**config.mk**
```make
export PLATFORM = sky130hd
export DESIGN_NAME = brg_xcel_resp_reorder
export DESIGN_NICKNAME = d
export VERILOG_FILES = /design/src/rtl/brg_xcel_resp_reorder.sv
export SDC_FILE = /design/constraint.sdc
export NUM_CORES = 1
export LEC_CHECK = 0
export CORE_AREA = 2 2 178 110
export CTS_CLUSTER_SIZE = 28
export DETAILED_ROUTE_END_ITERATION = 7
export DIE_AREA = 0 0 180 112
export PLACE_DENSITY = 0.8
export SETUP_SLACK_MARGIN = 0.1
export SYNTH_ARGS = -nofsm -noshare
export SYNTH_HDL_FRONTEND = slang
export SYNTH_SLANG_ARGS = --single-unit
```
**constraint.sdc**
```tcl
create_clock -name clk_i -period 6.3 [get_ports clk_i]
set_input_delay 1.26 -clock clk_i [delete_from_list [all_inputs] [get_ports clk_i]]
set_output_delay 1.26 -clock clk_i [all_outputs]
set_load 0.02 [all_outputs]
```
**src/rtl/brg_xcel_resp_reorder.sv**
```systemverilog
// brg_xcel_resp_reorder
//   Reorder buffer for remote-load responses. The issuer allocates a load id
//   (the tail slot index) for each outgoing load. The endpoint returns
//   responses tagged with that id in any order. Data is released to the
//   consumer strictly in allocation order.
//
// Ports
//   clk_i, reset_i            clock, synchronous active-high reset
//   alloc_v_i / alloc_ready_o allocation handshake
//   alloc_id_o                id for the next allocation (tail, zero-extended)
//   resp_v_i, resp_id_i,      returned load; always accepted
//   resp_data_i
//   out_v_o, out_data_o       oldest load's data, valid once filled
//   out_yumi_i                consumer takes out_data_o
//   outstanding_o             allocated, not yet dequeued slots
//   err_o                     sticky protocol error (checking build only)
//
// Build option
//   BRG_XCEL_REORDER_CHECK_EN: when defined, invalid responses and yumi on an
//   empty head are discarded and latch err_o until reset. When undefined,
//   err_o is 0 and every response writes the slot named by its low id bits.

module brg_xcel_resp_reorder #(
  parameter int data_width_p    = 32,
  parameter int load_id_width_p = 11,
  parameter int els_p           = 8
) (
  input  logic                           clk_i,
  input  logic                           reset_i,
  input  logic                           alloc_v_i,
  output logic                           alloc_ready_o,
  output logic [load_id_width_p-1:0]     alloc_id_o,
  input  logic                           resp_v_i,
  input  logic [load_id_width_p-1:0]     resp_id_i,
  input  logic [data_width_p-1:0]        resp_data_i,
  output logic                           out_v_o,
  output logic [data_width_p-1:0]        out_data_o,
  input  logic                           out_yumi_i,
  output logic [$clog2(els_p+1)-1:0]     outstanding_o,
  output logic                           err_o
);

  localparam int ptr_w_lp = $clog2(els_p);
  localparam int cnt_w_lp = $clog2(els_p + 1);

  logic [els_p-1:0]        alloc_q, alloc_d;
  logic [els_p-1:0]        filled_q, filled_d;
  logic [ptr_w_lp-1:0]     head_q, head_d;
  logic [ptr_w_lp-1:0]     tail_q, tail_d;
  logic [cnt_w_lp-1:0]     cnt_q, cnt_d;
  logic [data_width_p-1:0] data_q [els_p];

  logic                    alloc_fire;
  logic                    deq_fire;
  logic                    resp_we;
  logic [ptr_w_lp-1:0]     resp_idx;

  assign resp_idx      = resp_id_i[ptr_w_lp-1:0];
  // Readiness comes from registered count only, so a same-cycle dequeue
  // never opens a slot for allocation in that cycle.
  assign alloc_ready_o = (cnt_q < cnt_w_lp'(els_p));
  assign alloc_id_o    = load_id_width_p'(tail_q);
  assign out_v_o       = alloc_q[head_q] & filled_q[head_q];
  assign out_data_o    = data_q[head_q];
  assign outstanding_o = cnt_q;

  assign alloc_fire    = alloc_v_i & alloc_ready_o;
  assign deq_fire      = out_yumi_i & out_v_o;

`ifdef BRG_XCEL_REORDER_CHECK_EN
  logic resp_ok;
  logic err_q, err_d;

  assign resp_ok = ((resp_id_i >> ptr_w_lp) == '0)
                 & alloc_q[resp_idx] & ~filled_q[resp_idx];
  assign resp_we = resp_v_i & resp_ok;
  assign err_d   = err_q | (resp_v_i & ~resp_ok) | (out_yumi_i & ~out_v_o);
  assign err_o   = err_q;

  always_ff @(posedge clk_i) begin
    if (reset_i) err_q <= 1'b0;
    else         err_q <= err_d;
  end
`else
  logic unused_resp_hi;

  assign unused_resp_hi = |(resp_id_i >> ptr_w_lp);
  assign resp_we        = resp_v_i;
  assign err_o          = 1'b0;
`endif

  // Ordering: a response sets filled, then a dequeue clears the head slot,
  // then an allocation claims the tail slot with filled cleared (a freshly
  // allocated load cannot yet have a legitimate response).
  always_comb begin
    alloc_d  = alloc_q;
    filled_d = filled_q;
    head_d   = head_q;
    tail_d   = tail_q;
    cnt_d    = cnt_q;
    if (resp_we) filled_d[resp_idx] = 1'b1;
    if (deq_fire) begin
      alloc_d[head_q]  = 1'b0;
      filled_d[head_q] = 1'b0;
      head_d           = head_q + 1'b1;
    end
    if (alloc_fire) begin
      alloc_d[tail_q]  = 1'b1;
      filled_d[tail_q] = 1'b0;
      tail_d           = tail_q + 1'b1;
    end
    case ({alloc_fire, deq_fire})
      2'b10:   cnt_d = cnt_q + 1'b1;
      2'b01:   cnt_d = cnt_q - 1'b1;
      default: cnt_d = cnt_q;
    endcase
  end

  always_ff @(posedge clk_i) begin
    if (reset_i) begin
      alloc_q  <= '0;
      filled_q <= '0;
      head_q   <= '0;
      tail_q   <= '0;
      cnt_q    <= '0;
    end else begin
      alloc_q  <= alloc_d;
      filled_q <= filled_d;
      head_q   <= head_d;
      tail_q   <= tail_d;
      cnt_q    <= cnt_d;
    end
  end

  // Data storage carries no reset; validity is tracked by the filled bits.
  always_ff @(posedge clk_i) begin
    if (resp_we) data_q[resp_idx] <= resp_data_i;
  end

endmodule

```
==> results of run 1 <==
routing by layer:
metal  global-route usage [%]  vias to the layer above  routed length (um)
met5                        0                        -                   0
met4                     3.74                        0                 228
met3                     3.79                       21                1690
met2                     34.7                      242               10400
met1                     32.3                     2906                9200
li1                         -                     2448                   -
worst min path at each step:
stage / cells after the start / to / startpoint
detailed placement: 2 / alloc_q[5]$_SDFF_PP0_ / alloc_q[5]$_SDFF_PP0_
finish: 2 / alloc_q[5]$_SDFF_PP0_ / alloc_q[5]$_SDFF_PP0_
global route: 2 / alloc_q[5]$_SDFF_PP0_ / alloc_q[5]$_SDFF_PP0_
global placement: 2 / alloc_q[7]$_SDFF_PP0_ / alloc_q[7]$_SDFF_PP0_
floorplan: 2 / alloc_q[4]$_SDFF_PP0_ / alloc_q[4]$_SDFF_PP0_
CTS: 2 / alloc_q[5]$_SDFF_PP0_ / alloc_q[5]$_SDFF_PP0_
power groups by stage:
stage / logic (mW) / registers, mW / clock network, mW
5_1_grt: 0.186 / 2.15 / 1.58
6_report: 0.173 / 2.14 / 1.48
3_3_place_gp: 0.165 / 2.18 / 0
4_1_cts: 0.174 / 2.14 / 1.51
3_5_place_dp: 0.173 / 2.18 / 0
2_1_floorplan: 0.0864 / 2.18 / 0
worst max-delay path, delay by kind of cell, from the launching register on:
family,cells,cell delay (ns)
buf+inv,2,1.04
flops,1,0.97
mux,2,0.86
logic make-up after synthesis:
group / Yosys count / synth area share (%)
AO/OA/AOI/OAI: 38 / 3.52
AND/OR/NAND/NOR: 80 / 3.30
multiplexers: 107 / 17.1
flip-flops: 285 / 73.1
buffers and inverters: 45 / 2.02
adder cells (fa/ha/maj): 5 / 0.553
XOR/XNOR: 5 / 0.387
other: 1 / 0.0332
cell usage after synthesis, types with 2 or more instances:
master     number  area (um^2)
a2111oi_4       6          165
a211oi_1        6         45.0
a21oi_1         8         40.0
a22o_1          2         17.5
a311oi_1        5         43.8
a31oi_1         2         12.5
buf_2           9         45.0
buf_4           9         67.6
buf_6           2         22.5
clkbuf_1       16         60.1
dfxtp_1        29          581
edfxtp_1      256         7690
ha_1            5         62.6
inv_1           8         30.0
mux2_2         34          383
mux2_4          3         45.0
mux2i_1         6         60.1
mux4_2         64         1440
nand2_1        12         45.0
nand2b_1        8         50.1
nor2_1         36          135
nor2b_1         6         37.5
nor3_1          9         45.0
nor3b_1         2         15.0
o21ai_0         3         15.0
or3_1           3         18.8
xnor2_1         2         17.5
xor2_1          3         26.3
cell usage in the layout, fill, tap and decap left out, types with 6 or more instances in the layout:
cell and instances:
edfxtp_1 256, dfxtp_1 26, nor3_1 7, mux2i_1 6, conb_1 9, a2111oi_4 6, nor2_4 6, nand2b_1 8
mux4_2 64, clkdlybuf4s50_1 80, clkbuf_1 6, nand2_1 12, buf_4 12, a211oi_1 6, a21oi_1 8, nor2b_1 6
mux2_2 34, nor2_1 30, inv_1 8, clkbuf_16 25
layout make-up:
type / instances / area, um^2 / area share, %
Sequential cell: 285 / 8270 / 62.7
Multi-Input combinational cell: 244 / 2910 / 22.0
Timing Repair Buffer: 92 / 891 / 6.75
Clock buffer: 34 / 689 / 5.22
Tap cell: 246 / 308 / 2.33
Clock inverter: 11 / 104 / 0.786
Inverter: 8 / 30.0 / 0.227
Antenna cell: 1 / 2.50 / 0.0190
flip-flops by register name, summed over array words and instances, names as in the netlist, named ones only:
register / count
data_q: 256
filled_q: 8
head_q: 3
tail_q: 3
outstanding_o: 4
alloc_q: 8
per-stage QoR:
| stage | hold WS, ns | util [%] | area [um^2] | power [mW] | setup WS, ns |
|---|---|---|---|---|---|
| 4_1_cts | 0.513 | 71.0 | 13200 | 3.83 | 1.50 |
| 6_report | 0.509 | 71.0 | 13200 | 3.80 | 1.61 |
| 2_1_floorplan | 0.476 | - | 11300 | 2.27 | 1.92 |
| 3_5_place_dp | 0.504 | 66.7 | 12400 | 2.36 | 2.07 |
| 5_1_grt | 0.527 | 71.0 | 13200 | 3.91 | 1.37 |
| 3_3_place_gp | 0.487 | 66.7 | 12400 | 2.34 | 2.12 |
==> metrics, run 1 <==
clock-pin transition on the worst setup and hold timing paths=0.07 ns; Yosys warnings=0; outcome=finished clean; global-route wire length before repair=33000 um; RR Endpoint=outstanding_o[2]$_SDFFE_PP0P_; Final Non-Filler Cells=roughly 900; placed insts=875; Crit Reg-Reg Startpoint=head_q[0]$_SDFFE_PP0N_; 1st-pass router iterations=5; Worst EP arrival=3.43 ns; Achievable Freq=0.213 GHz; critical path endpoint category=primary output; Comb power frac=4.6%; MaxCap Viol Count=0; Synth Flop Type=edfxtp_1; Tmin final=4.69 ns; clk buf depth=3; H-tree Lvls=1; CP max-delay cell=dfxtp_4; fin crit share=74.4%; Max-slew headroom=28.4%; Buffers on Ports=80; Synth Instances=566; peak per-stage delay on the critical path=between 0.9 and 1 ns; sw power=approximately 0.75 mW; Int Pwr=just over 3 mW; cts bufs inserted=25; CP max FO=46; Worst-Skew Late Latency=0.52 ns; cell area after synthesis=0.0113 mm^2; RSZ-0062 raised after global routing=no; crit path to=out_data_o[16]; vias post-DR=5617; sequential power share=56.4%; post-DR wirelength/cell=23.4 um; global-route usage over all layers=between 20 and 25%; count of pins over their slew limit=0; vias in the first global route=5668; Sw Ratio=19.8%; Avg Vias per Cell=6.10; # fillers=about 1100; Post-DP HPWL=11900 um; Core Region=0.0186 mm^2; fraction of registers with async set or reset after synthesis=0%; power density over the cells=between 200 and 300 mW/mm^2; R2R setup slack=around 3.1 ns; number of synthesized flops with an enable pin=roughly 260; die span in x=180 um; Worst Hold Class=reg -> reg; clock sinks=~290; worst r2r path cells=11; full die area=0.0202 mm^2; CTS tree=built; Worst VDD drop=0.176 mV; post-route ant nets=0; global placer's final weighted congestion=roughly 0.84; initial antenna violation count=1; Final Hold Viols=0; critical path class=reg -> out; Syn Area/Cell=about 20 um^2; largest net degree at the start of global routing=47; Layout area overhead=16.8%; count of cell types in the netlist=40; Setup crit start kind=register; DRC=0; initial DRC count=591; Final #Nets=709; clock share of power=39.0%; sequential element share of the synthesized area=73.1%; setup TNS=0 ns; P_leak=4.08 nW; drt total wl=21500 um; layout cell share with drive strength beyond 1=24.9%; Boundary Pins=98; final setup violation count=0; die height=about 110 um; clock skew=0.00761 ns; Post-CTS Repair Setup Buffers=0; critical path cell sequence=buf_4 -> mux4_2 -> mux2_2 -> clkdlybuf4s50_1; GR Overflow Total=0; row count=39; CTS resizes=0; #FFs+latches synth=285; root cell of the clock tree=clkbuf_16; CTS hold repair buffers=0; Worst-Margin Slew=1.07 ns; Initial Util=between 60% and 70%; Worst Path Required=5.04 ns
No activity file was read; power rests on OpenSTA's default activity.
==> run 2, diff against run 1 <==
--- a/config.mk
+++ b/config.mk
@@ -5,11 +5,11 @@
 export SDC_FILE = /design/constraint.sdc
 export NUM_CORES = 1
 export LEC_CHECK = 0
-export CORE_AREA = 2 2 178 110
+export CORE_AREA = 2 2 194 120
 export CTS_CLUSTER_SIZE = 28
 export DETAILED_ROUTE_END_ITERATION = 7
-export DIE_AREA = 0 0 180 112
-export PLACE_DENSITY = 0.8
+export DIE_AREA = 0 0 196 122
+export PLACE_DENSITY = 0.71
 export SETUP_SLACK_MARGIN = 0.1
 export SYNTH_ARGS = -nofsm -noshare
 export SYNTH_HDL_FRONTEND = slang
==> constraint.sdc (replaced) <==
create_clock -name clk_i -period 4.1 [get_ports clk_i]
set_input_delay 0.82 -clock clk_i [delete_from_list [all_inputs] [get_ports clk_i]]
set_output_delay 0.82 -clock clk_i [all_outputs]
set_load 0.02 [all_outputs]
==> run 2 against run 1 <==
Power is 54% higher. Register-to-register slack got worse by 2.3 ns. Sequential power rose by 54%. Clock skew up 0.0031 ns. Core utilization decreased by 11 points. Global-route usage is 3.3 points lower. Count of clock-buffer cells in the layout down 5. Non-clock buffer count increased by 5. Final area is 1.4% higher. Final cell count is 5.6% higher. Largest cell class unchanged. Highest routed layer is now met5.
==> metrics, run 2 (synthesized netlist as in run 1, its figures left out) <==
outcome=finished clean; CP max-delay cell=dfxtp_1; CTS tree=built; count of pins over their slew limit=0 (unchanged); clock-pin transition on the worst setup and hold timing paths=0.06 ns (about the same); ANT cells=0 (-1); post-route ant nets=0 (unchanged); global-route usage over all layers=18.3% (-3.3 points); Worst-Skew Late Latency=0.52 ns (about the same); global-route wire length before repair=32900 um (about the same); Worst VDD drop=0.316 mV (+80%); hold path start=alloc_q[4]$_SDFF_PP0_; Tmin final=3.72 ns; Sw Ratio=20.4% (+0.56 points); peak per-stage delay on the critical path=0.74 ns (-0.23 ns); Worst EP arrival=2.90 ns (-0.53 ns); fin crit share=90.8%; CP max FO=17 (-63%); clock sinks=285 (unchanged); setup TNS=0 ns (unchanged); biggest regs=data_q: 256 flops, alloc_q: 8 flops, filled_q: 8 flops; cts bufs inserted=26 (+4.0%); root cell of the clock tree=clkbuf_16; max reg flops=256 (unchanged); Boundary Pins=98 (unchanged); GR Overflow Total=0 (unchanged); most common cell after layout, fill and taps aside=edfxtp_1; Crit Reg-Reg Startpoint=head_q[0]$_SDFFE_PP0N_; RSZ-0062 raised after global routing=no; Register Area=0.00827 mm^2 (unchanged); row count=43 (+10%); pre-CTS WS=0.833 ns (-1.24 ns); CTS hold repair buffers=0 (unchanged); clock skew=0.0107 ns (+0.00311 ns); Post-DP HPWL=12600 um (+5.7%); Worst-Margin Slew=0.816 ns (-0.258 ns); Top delay family on crit path=flip-flops; critical path cell sequence=mux2_4 -> a22o_1 -> a211oi_2 -> a31oi_1 -> clkdlybuf4s50_1; Initial Util=50.5% (-10 points); multi-input logic area=0.00291 mm^2 (unchanged); most frequent cells in the layout=edfxtp_1, clkdlybuf4s50_1, mux4_2; sequential power share=56.4% (about the same); clock share of power=38.9% (about the same); largest net degree at the start of global routing=49 (+4.3%); full die area=0.0239 mm^2 (+19%); DRC=0 (unchanged); 1st-pass router iterations=5 (unchanged); die span in x=196 um (+8.9%); sw power=1.19 mW (+58%); final setup violation count=0 (unchanged); Buf/Inv on CP=1 (-1); P_leak=4.13 nW (+1.2%); Avg Vias per Cell=5.61 (-7.9%); critical path endpoint category=primary output; CP Depth=5 (+1); Buffers on Ports=80 (unchanged); R2R setup slack=0.83 ns (-2.28 ns); vias post-DR=5463 (-2.7%); CTS resizes=0 (unchanged); post-DR wirelength/cell=22.1 um (-5.3%); MaxCap Viol Count=0 (unchanged); layout cell share with drive strength beyond 1=25.7% (+0.77 points); Post-CTS Repair Setup Buffers=0 (unchanged); Int Pwr=4.64 mW (+52%); Achievable Freq=approximately 0.27 GHz; drt total wl=21500 um (about the same); Final #Nets=715 (+0.85%); initial antenna violation count=2 (+1); Max-slew headroom=45.4% (+17 points); Worst Path Required=3.28 ns (-1.76 ns); # fillers=1616 (+49%); vias in the first global route=5673 (+0.088%); design area=0.0134 mm^2 (+1.4%); Top reg by flops=data_q; Layout area overhead=18.4%; Worst Hold Class=reg -> reg; initial DRC count=365 (-38%); RR Endpoint=outstanding_o[2]$_SDFFE_PP0P_; Core Region=0.0224 mm^2 (+20%); critical path class=reg -> out; DP Area=0.0126 mm^2 (+1.5%); clk buf depth=3 (unchanged); H-tree Lvls=1 (unchanged); Comb power frac=4.7% (about the same); WHS Endpoint=alloc_q[4]$_SDFF_PP0_; PnR worst setup slack=0.378 ns (-1.23 ns); worst r2r path cells=11 (unchanged); Final Hold Viols=0 (unchanged); global placer's final weighted congestion=0.846 (+0.20%); hold depth=2 (unchanged); power density over the cells=435 mW/mm^2 (+51%); Setup crit start kind=register; die height=122 um (+8.9%)
-- run 2: cell count changes in the layout (fill, tap and decap cells not counted), moves of 2 or more --
cell       before  now
clkbuf_8        3    0
buf_12          0    7
buf_4          12   10
clkbuf_16      25   27
clkbuf_1        6    2
clkinv_1        3    7
-- run 2: power groups by stage --
stage | Sequential, mW | Clock [mW] | Combinational, mW
finish | 3.29 | 2.27 | 0.272
global route | 3.30 | 2.42 | 0.293
CTS | 3.29 | 2.32 | 0.275
detailed placement | 3.35 | 0 | 0.274
global placement | 3.34 | 0 | 0.263
floorplan | 3.35 | 0 | 0.133
-- run 2: per-layer routing --
| metal | wire, um | vias to the layer above | track usage (%) |
|---|---|---|---|
| li1 | - | 2467 | - |
| met1 | 10000 | 2808 | 26.9 |
| met2 | 9830 | 145 | 28.8 |
| met3 | 1280 | 39 | 3.90 |
| met4 | 363 | 4 | 3.98 |
| met5 | 24 | - | 0 |
-- run 2: area by class of cell --
class	count	area share [%]
well taps	292	2.73
repair buffers	97	7.59
clock buffers	29	5.10
multi-input cells	244	21.7
inverters	8	0.224
flip-flops and latches	285	61.8
clock inverters	18	0.869
-- run 2: per-stage QoR --
| stage | util, % | hold WS [ns] | instances | total power, mW |
|---|---|---|---|---|
| final | 59.8 | 0.501 | 973 | 5.83 |
| after global routing | 59.8 | 0.522 | 973 | 6.01 |
| after CTS | 59.8 | 0.505 | 973 | 5.89 |
| after detailed placement | 56.3 | 0.498 | 926 | 3.63 |
| after global placement | 56.3 | 0.488 | 926 | 3.61 |
| after floorplan | - | 0.476 | 574 | 3.48 |
-- run 2: how the worst max path moves through the flow --
stage | from | endpoint | slack (ns)
floorplan | resp_id_i[2] | filled_q[0]$_SDFF_PP0_ | 0.16
global placement | alloc_v_i | outstanding_o[2]$_SDFFE_PP0P_ | 0.93
detailed placement | alloc_v_i | outstanding_o[2]$_SDFFE_PP0P_ | 0.83
CTS | head_q[0]$_SDFFE_PP0N_ | out_v_o | 0.36
global route | head_q[0]$_SDFFE_PP0N_ | out_v_o | 0.27
finish | head_q[0]$_SDFFE_PP0N_ | out_v_o | 0.38
-- run 2: tightest hold or removal path: stages (launching register included) --
cell      delay, ns
dfxtp_1        0.31
nor2_1         0.09
a311oi_1       0.05
